[src/rtl/sel_n_1_hs_if.sv]
// sel_n_1_hs_if: per-channel producer handshakes plus the single consumer handshake of sel_n_1_hs.
interface sel_n_1_hs_if #(
    parameter int WIDTH = 8,
    parameter int CH    = 4,
    parameter int SEL_W = 2
);
    logic [CH*WIDTH-1:0] in_data;
    logic [CH-1:0]       in_valid;
    logic [CH-1:0]       in_ready;
    logic                mode;
    logic [SEL_W-1:0]    sel;
    logic [WIDTH-1:0]    out;
    logic                out_valid;
    logic                out_ready;
    logic [SEL_W-1:0]    out_ch;
    modport master (output in_data, in_valid, mode, sel, out_ready,
                    input  in_ready, out, out_valid, out_ch);
    modport slave  (input  in_data, in_valid, mode, sel, out_ready,
                    output in_ready, out, out_valid, out_ch);
endinterface

[src/rtl/sel_n_1_hs.sv]
// sel_n_1_hs: registered N-to-1 selector with valid/ready handshakes, fixed or round-robin select.
// Optional SEL_LOCK_EN keeps round-robin grants on one channel for up to MAX_BURST transfers.
module sel_n_1_hs #(
    parameter int WIDTH     = 8,
    parameter int CH        = 4,
    parameter int SEL_W     = 2,
    parameter int MAX_BURST = 4
) (
    input  logic         clk,
    input  logic         rst,
    sel_n_1_hs_if.slave  bus
);
    if (CH < 2 || CH > 16 || (1 << SEL_W) < CH || MAX_BURST < 1) begin : g_bad_params
        $error("sel_n_1_hs: illegal parameter combination");
    end
    logic             load_en, any, granted, xfer, lock;
    logic [SEL_W-1:0] g, g_rr, ptr;
    logic [WIDTH-1:0] d;
    // Round-robin search: lowest offset from ptr wins, so scan offsets high to low.
    always_comb begin
        logic [SEL_W-1:0] c;
        c = '0;
        any = 1'b0;
        g_rr = '0;
        for (int k = CH - 1; k >= 0; k--) begin
            c = SEL_W'((int'(ptr) + k) % CH);
            if (bus.in_valid[c]) begin
                any = 1'b1;
                g_rr = c;
            end
        end
    end
`ifdef SEL_LOCK_EN
    localparam int CW = $clog2(MAX_BURST + 1);
    logic [CW-1:0] cnt;
    // out_ch always names the last granted channel; cnt==0 means no burst in progress.
    assign lock = bus.mode && cnt != '0 && int'(cnt) < MAX_BURST && bus.in_valid[bus.out_ch];
    always_ff @(posedge clk or posedge rst) begin
        if (rst) cnt <= '0;
        else if (!bus.mode) cnt <= '0;
        else if (xfer) cnt <= lock ? cnt + 1'b1 : CW'(1);
        else if (!bus.in_valid[bus.out_ch]) cnt <= '0;
    end
`else
    assign lock = 1'b0;
`endif
    always_comb begin
        load_en = !bus.out_valid | bus.out_ready;
        g = bus.mode ? (lock ? bus.out_ch : g_rr) : bus.sel;
        granted = bus.mode ? (lock | any) : (int'(bus.sel) < CH);
        bus.in_ready = (!rst && load_en && granted) ? CH'(1) << g : '0;
        xfer = !rst && load_en && granted && bus.in_valid[g];
        d = '0;
        for (int i = 0; i < CH; i++) d = (SEL_W'(i) == g) ? bus.in_data[i*WIDTH +: WIDTH] : d;
    end
    always_ff @(posedge clk or posedge rst) begin
        if (rst) begin
            bus.out <= '0;
            bus.out_valid <= 1'b0;
            bus.out_ch <= '0;
            ptr <= '0;
        end else if (load_en) begin
            bus.out_valid <= xfer;
            if (xfer) begin
                bus.out <= d;
                bus.out_ch <= g;
                ptr <= (g == SEL_W'(CH - 1)) ? '0 : g + 1'b1;
            end
        end
    end
endmodule

[src/flat_wrapper.sv]
// flat-port wrapper written by rule: the top's interface ports become plain ports
module sel_n_1_hs_flat 
#(
    parameter int WIDTH     = 8,
    parameter int CH        = 4,
    parameter int SEL_W     = 2,
    parameter int MAX_BURST = 4
)
  (clk, rst, bus_in_data, bus_in_valid, bus_mode, bus_sel, bus_out_ready, bus_in_ready, bus_out, bus_out_valid, bus_out_ch);
  sel_n_1_hs_if #(.WIDTH(WIDTH), .CH(CH), .SEL_W(SEL_W)) bus_i ();
  input  logic clk;
  input  logic rst;
  input wire logic [$bits(bus_i.in_data)-1:0] bus_in_data;
  input wire logic [$bits(bus_i.in_valid)-1:0] bus_in_valid;
  input wire logic [$bits(bus_i.mode)-1:0] bus_mode;
  input wire logic [$bits(bus_i.sel)-1:0] bus_sel;
  input wire logic [$bits(bus_i.out_ready)-1:0] bus_out_ready;
  output wire logic [$bits(bus_i.in_ready)-1:0] bus_in_ready;
  output wire logic [$bits(bus_i.out)-1:0] bus_out;
  output wire logic [$bits(bus_i.out_valid)-1:0] bus_out_valid;
  output wire logic [$bits(bus_i.out_ch)-1:0] bus_out_ch;
  assign bus_i.in_data = bus_in_data;
  assign bus_i.in_valid = bus_in_valid;
  assign bus_i.mode = bus_mode;
  assign bus_i.sel = bus_sel;
  assign bus_i.out_ready = bus_out_ready;
  assign bus_in_ready = bus_i.in_ready;
  assign bus_out = bus_i.out;
  assign bus_out_valid = bus_i.out_valid;
  assign bus_out_ch = bus_i.out_ch;
  sel_n_1_hs #(.WIDTH(WIDTH), .CH(CH), .SEL_W(SEL_W), .MAX_BURST(MAX_BURST)) u_core (.clk(clk), .rst(rst), .bus(bus_i));
endmodule
[config.mk]
export PLATFORM = sky130hd
export DESIGN_NAME = sel_n_1_hs_flat
export DESIGN_NICKNAME = d
export VERILOG_FILES = /design/src/rtl/sel_n_1_hs_if.sv /design/src/rtl/sel_n_1_hs.sv /design/src/flat_wrapper.sv
export SDC_FILE = /design/constraint.sdc
export NUM_CORES = 1
export LEC_CHECK = 0
export BUFFER_PORTS_ARGS = -buffer_cell sky130_fd_sc_hd__buf_4
export CORE_AREA = 4 4 59 61
export CTS_CLUSTER_SIZE = 25
export DETAILED_ROUTE_END_ITERATION = 8
export DIE_AREA = 0 0 63 65
export PLACE_DENSITY = 0.71
export SETUP_SLACK_MARGIN = 0.3
export SYNTH_ARGS = -nofsm -noshare
export SYNTH_HDL_FRONTEND = slang
export SYNTH_SLANG_ARGS = --single-unit
[constraint.sdc]
create_clock -name clk -period 3 [get_ports clk]
set_clock_uncertainty 0.1 [all_clocks]
set_input_delay 0.45 -clock clk [delete_from_list [all_inputs] [get_ports clk]]
set_output_delay 0.45 -clock clk [all_outputs]
set_load 0.01 [all_outputs]
==> flow_summary.yaml <==
outcome:
  run_status: "finished, final reports clean"
timing:
  fin_crit_ns: 2.551
  final_min_period_over_clock_period_pct: 85.04
  max-slew-margin-rel_pct: 59.19
  unrepaired_setup_endpoints_after_global_routing: "false"
  setup_viol: 0
  timing_hold_violations_final: 0
  slew_viol_final: 0
  fmax_ghz: 0.3920
  finalSetupTns_ns: 0
  max_slew.worst_pin.slew_ns: 0.6085
  whs_ns: 0.09703
  postLayoutSetupSlackWorst_ns: 0.4489
yosys:
  synth-compound-area-share_pct: 23.83
  postSynth.topFlopCell: "sky130_fd_sc_hd__dfrtp_1"
  synth-adder-area-share_pct: 4.914
  ys.warnings.count: 0
  synth_top_family_by_area: "compound AO/OA/AOI/OAI gates"
  part_of_the_yosys_area_used_for_sequential_elements_pct: 31.94
  synth.net_count: 162
  synth.most_common_cell: "sky130_fd_sc_hd__a21oi_1"
  commonest_cells_in_the_netlist: "15 x sky130_fd_sc_hd__a21oi_1, 13 x sky130_fd_sc_hd__dfrtp_1, 11 x sky130_fd_sc_hd__nor2_1"
  syn-instance-count: 116
  synth_top_area_share_pct: 31.94
  yosys.area_share.xor_xnor_pct: 0
  synth_async_sr_flop_share_pct: 100.0
  synth.ff_latch_count: 13
  synth.top_cells.by_area: "sky130_fd_sc_hd__dfrtp_1 32%, sky130_fd_sc_hd__mux2_4 15%, sky130_fd_sc_hd__a21oi_1 7.4%"
  post_synth_mux_area_share_pct: 18.06
  simple_gate_area_share_of_the_yosys_netlist_pct: 15.72
  avgSynthCellArea_um2: 8.780
  syn_area_mm2: 0.001018
  synth-edff-count: 0
  netlist.top_cell.by_area: "sky130_fd_sc_hd__dfrtp_1"
  synthDistinctLibCells: 26
drt:
  ant_nets: 0
  wl_per_cell_um: 14.50
  detail_route.drc_violations: 0
  drt-vias-per-instance: 5.125
  wirelength_mm: 3.017
  initialDrtViolationCount: 36
  detailedRoute.firstPassIterationCount: 4
  dr_total_vias: 1066
pwr:
  p_total_mw: 1.040
  ir_worst_vdd_mv: 0.1879
  leakage_power_figure_nw: 0.7927
  p_per_area_mw_per_mm2: 678.6
die:
  chipHeight_um: 65
  placeableCoreArea_mm2: 0.002978
  die_width_um: 63
  floorplan.initialDensity_pct: 34.20
  std_cell_rows: 20
  num_io_pins: 57
  design.die.area_mm2: 0.004095
clocking:
  clock_tree_from_tritoncts: "yes"
  cts-root-to-sink-buffers: 2
  cts_setup_buffers: 0
  clk-insertion-delay-late_ns: 0.28
  worst_setup_hold_path_clk_slew_ns: 0.08
  clock-root-buffer: "sky130_fd_sc_hd__clkbuf_4"
  tritoncts.num_buffers: 3
  cts_sinks: 13
  cts_htree_levels: 1
hold_path:
  min-delay-path-class: "in -> async"
global_routing:
  first_global_vias: 1123
  overflow: 0
  initial_antenna_violation_count: 0
  grt_pass1_wl_mm: 4.968
  grt_util_all_layers_pct: 14.98
  maximum_number_of_pins_on_one_net_before_global_route_repair: 14
final_layout:
  final_area_mm2: 0.001533
  layout_cells_sized_above_1_pct: 48.00
  finalNonFillerCells: 208
  area_growth_pct: 50.49
  num_antenna_cells: 0
  n_fill_cell: 267
  fin_nets: 222
  fin_util_pct: 51.47
place:
  placement.io_buffers: 56
  placement.setup.worst_slack_ns: 0.2979
  placed_cells: 204
  placement.cell_area_mm2: 0.001491
  dp.final_hpwl_mm: 2.550
  gpl.final_weighted_congestion: 0.9234
critical_path:
  slowest_stage: "sky130_fd_sc_hd__dfrtp_2"
  worst-path-buf-inv: 3
  worst_setup_ep_type: "primary output"
  cp-start-kind: "flop"
  critical_path_required_ns: 2.45
  timing.reg2reg.worst_path_depth: 12
  reg2reg_from: "u_core.ptr[1]"
  worst_ep_arrival_time_ns: 2.00
  worst_setup_path_endpoint: "bus_in_ready[1]"
  reg2reg_setup_slack_ns: 0.49
  regToRegEndpoint: "u_core.bus.out[0]"
  worstPathMaxFanout: 6
  worstSetupPathType: "reg -> out"
  startpoint: "u_core.ptr[1]"
  worstSetupPathDepth: 8
  crit_family: "compound AO/OA/AOI/OAI gates"
  worst_path_largest_cell_delay_ns: 0.43
  worstPathCellList: "inv_1 -> a21boi_1 -> o221ai_1 -> a31o_2 -> inv_2 -> ha_1 -> and2_1 -> buf_4"
flow_run:
  max_cap_violations: 0
[where the power goes]
group / switching, mW / total (mW) / internal (mW)
logic: 0.267 / 0.606 / 0.339
registers: 0.0619 / 0.324 / 0.262
clock network: 0.0589 / 0.111 / 0.0516
[worst min-delay path by stage]
| stage | startpoint | endpoint | slack [ns] | cells past startpoint |
|---|---|---|---|---|
| global route | rst | u_core.bus.out_ch[0] | 0.14 | 2 |
| CTS | rst | u_core.bus.out_ch[0] | 0.12 | 2 |
| global placement | u_core.bus.out[6] | u_core.bus.out[6] | 0.40 | 1 |
| finish | rst | u_core.bus.out_valid | 0.1 | 2 |
| floorplan | rst | u_core.bus.out[0] | 0.23 | 1 |
| detailed placement | u_core.bus.out[5] | u_core.bus.out[5] | 0.41 | 1 |
[worst reg2reg max path: cells and delay by family (launching register included)]
kind	cells	cell delay (ns)
compound gates	6	0.98
flops	1	0.43
mux	1	0.27
fa+ha+maj	1	0.26
buf+inv	2	0.19
simple gates	2	0.16
[layout make-up]
cell class | count | area, um^2 | area share (%)
multi-input combinational | 90 | 650.6 | 42.45
clock buffer | 4 | 26.28 | 1.714
sequential | 13 | 326.6 | 21.31
timing repair buffer | 62 | 465.4 | 30.37
tap | 33 | 41.29 | 2.694
inverter | 6 | 22.52 | 1.469
[cells by family (layout without fill, tap and decap cells)]
group / Yosys count / after routing
buffers and inverters: 13 / 72
flip-flops: 13 / 13
AO/OA/AOI/OAI: 39 / 39
multiplexers: 13 / 13
AND/OR/NAND/NOR: 34 / 34
adder cells (fa/ha/maj): 4 / 4
[what timing repair did]
item                       in CTS  in global routing
gates resized for setup         0                  5
setup endpoints to repair       0                  9
hold buffers                    0                  0
[placed cells by master (no fill, tap or decap), types with 2 or more instances in the layout]
cell type	n
sky130_fd_sc_hd__buf_4	62
sky130_fd_sc_hd__and2_1	5
sky130_fd_sc_hd__clkbuf_4	3
sky130_fd_sc_hd__o21ai_0	10
sky130_fd_sc_hd__nor2b_1	3
sky130_fd_sc_hd__dfrtp_1	12
sky130_fd_sc_hd__ha_1	2
sky130_fd_sc_hd__inv_1	5
sky130_fd_sc_hd__nor2_1	11
sky130_fd_sc_hd__ha_2	2
sky130_fd_sc_hd__a21oi_1	15
sky130_fd_sc_hd__mux2_4	10
sky130_fd_sc_hd__mux2_1	2
sky130_fd_sc_hd__nand2_1	10
sky130_fd_sc_hd__nand2b_1	3
sky130_fd_sc_hd__a22oi_1	7
[state kept, by name (all words and copies together) (netlist names)]
| register | cells |
|---|---|
| u_core.bus.out_ch | 2 |
| u_core.ptr | 2 |
| u_core.bus.out | 8 |
| u_core.bus.out_valid | 1 |
[metal layers]
layer | GRT usage [%] | part of all wire (%)
met1 | 19.28 | 43
met5 | 0 | 0
met4 | 8.264 | 2.1
met3 | 1.733 | 3.5
met2 | 24.37 | 51
No activity file was read; power rests on OpenSTA's default activity.
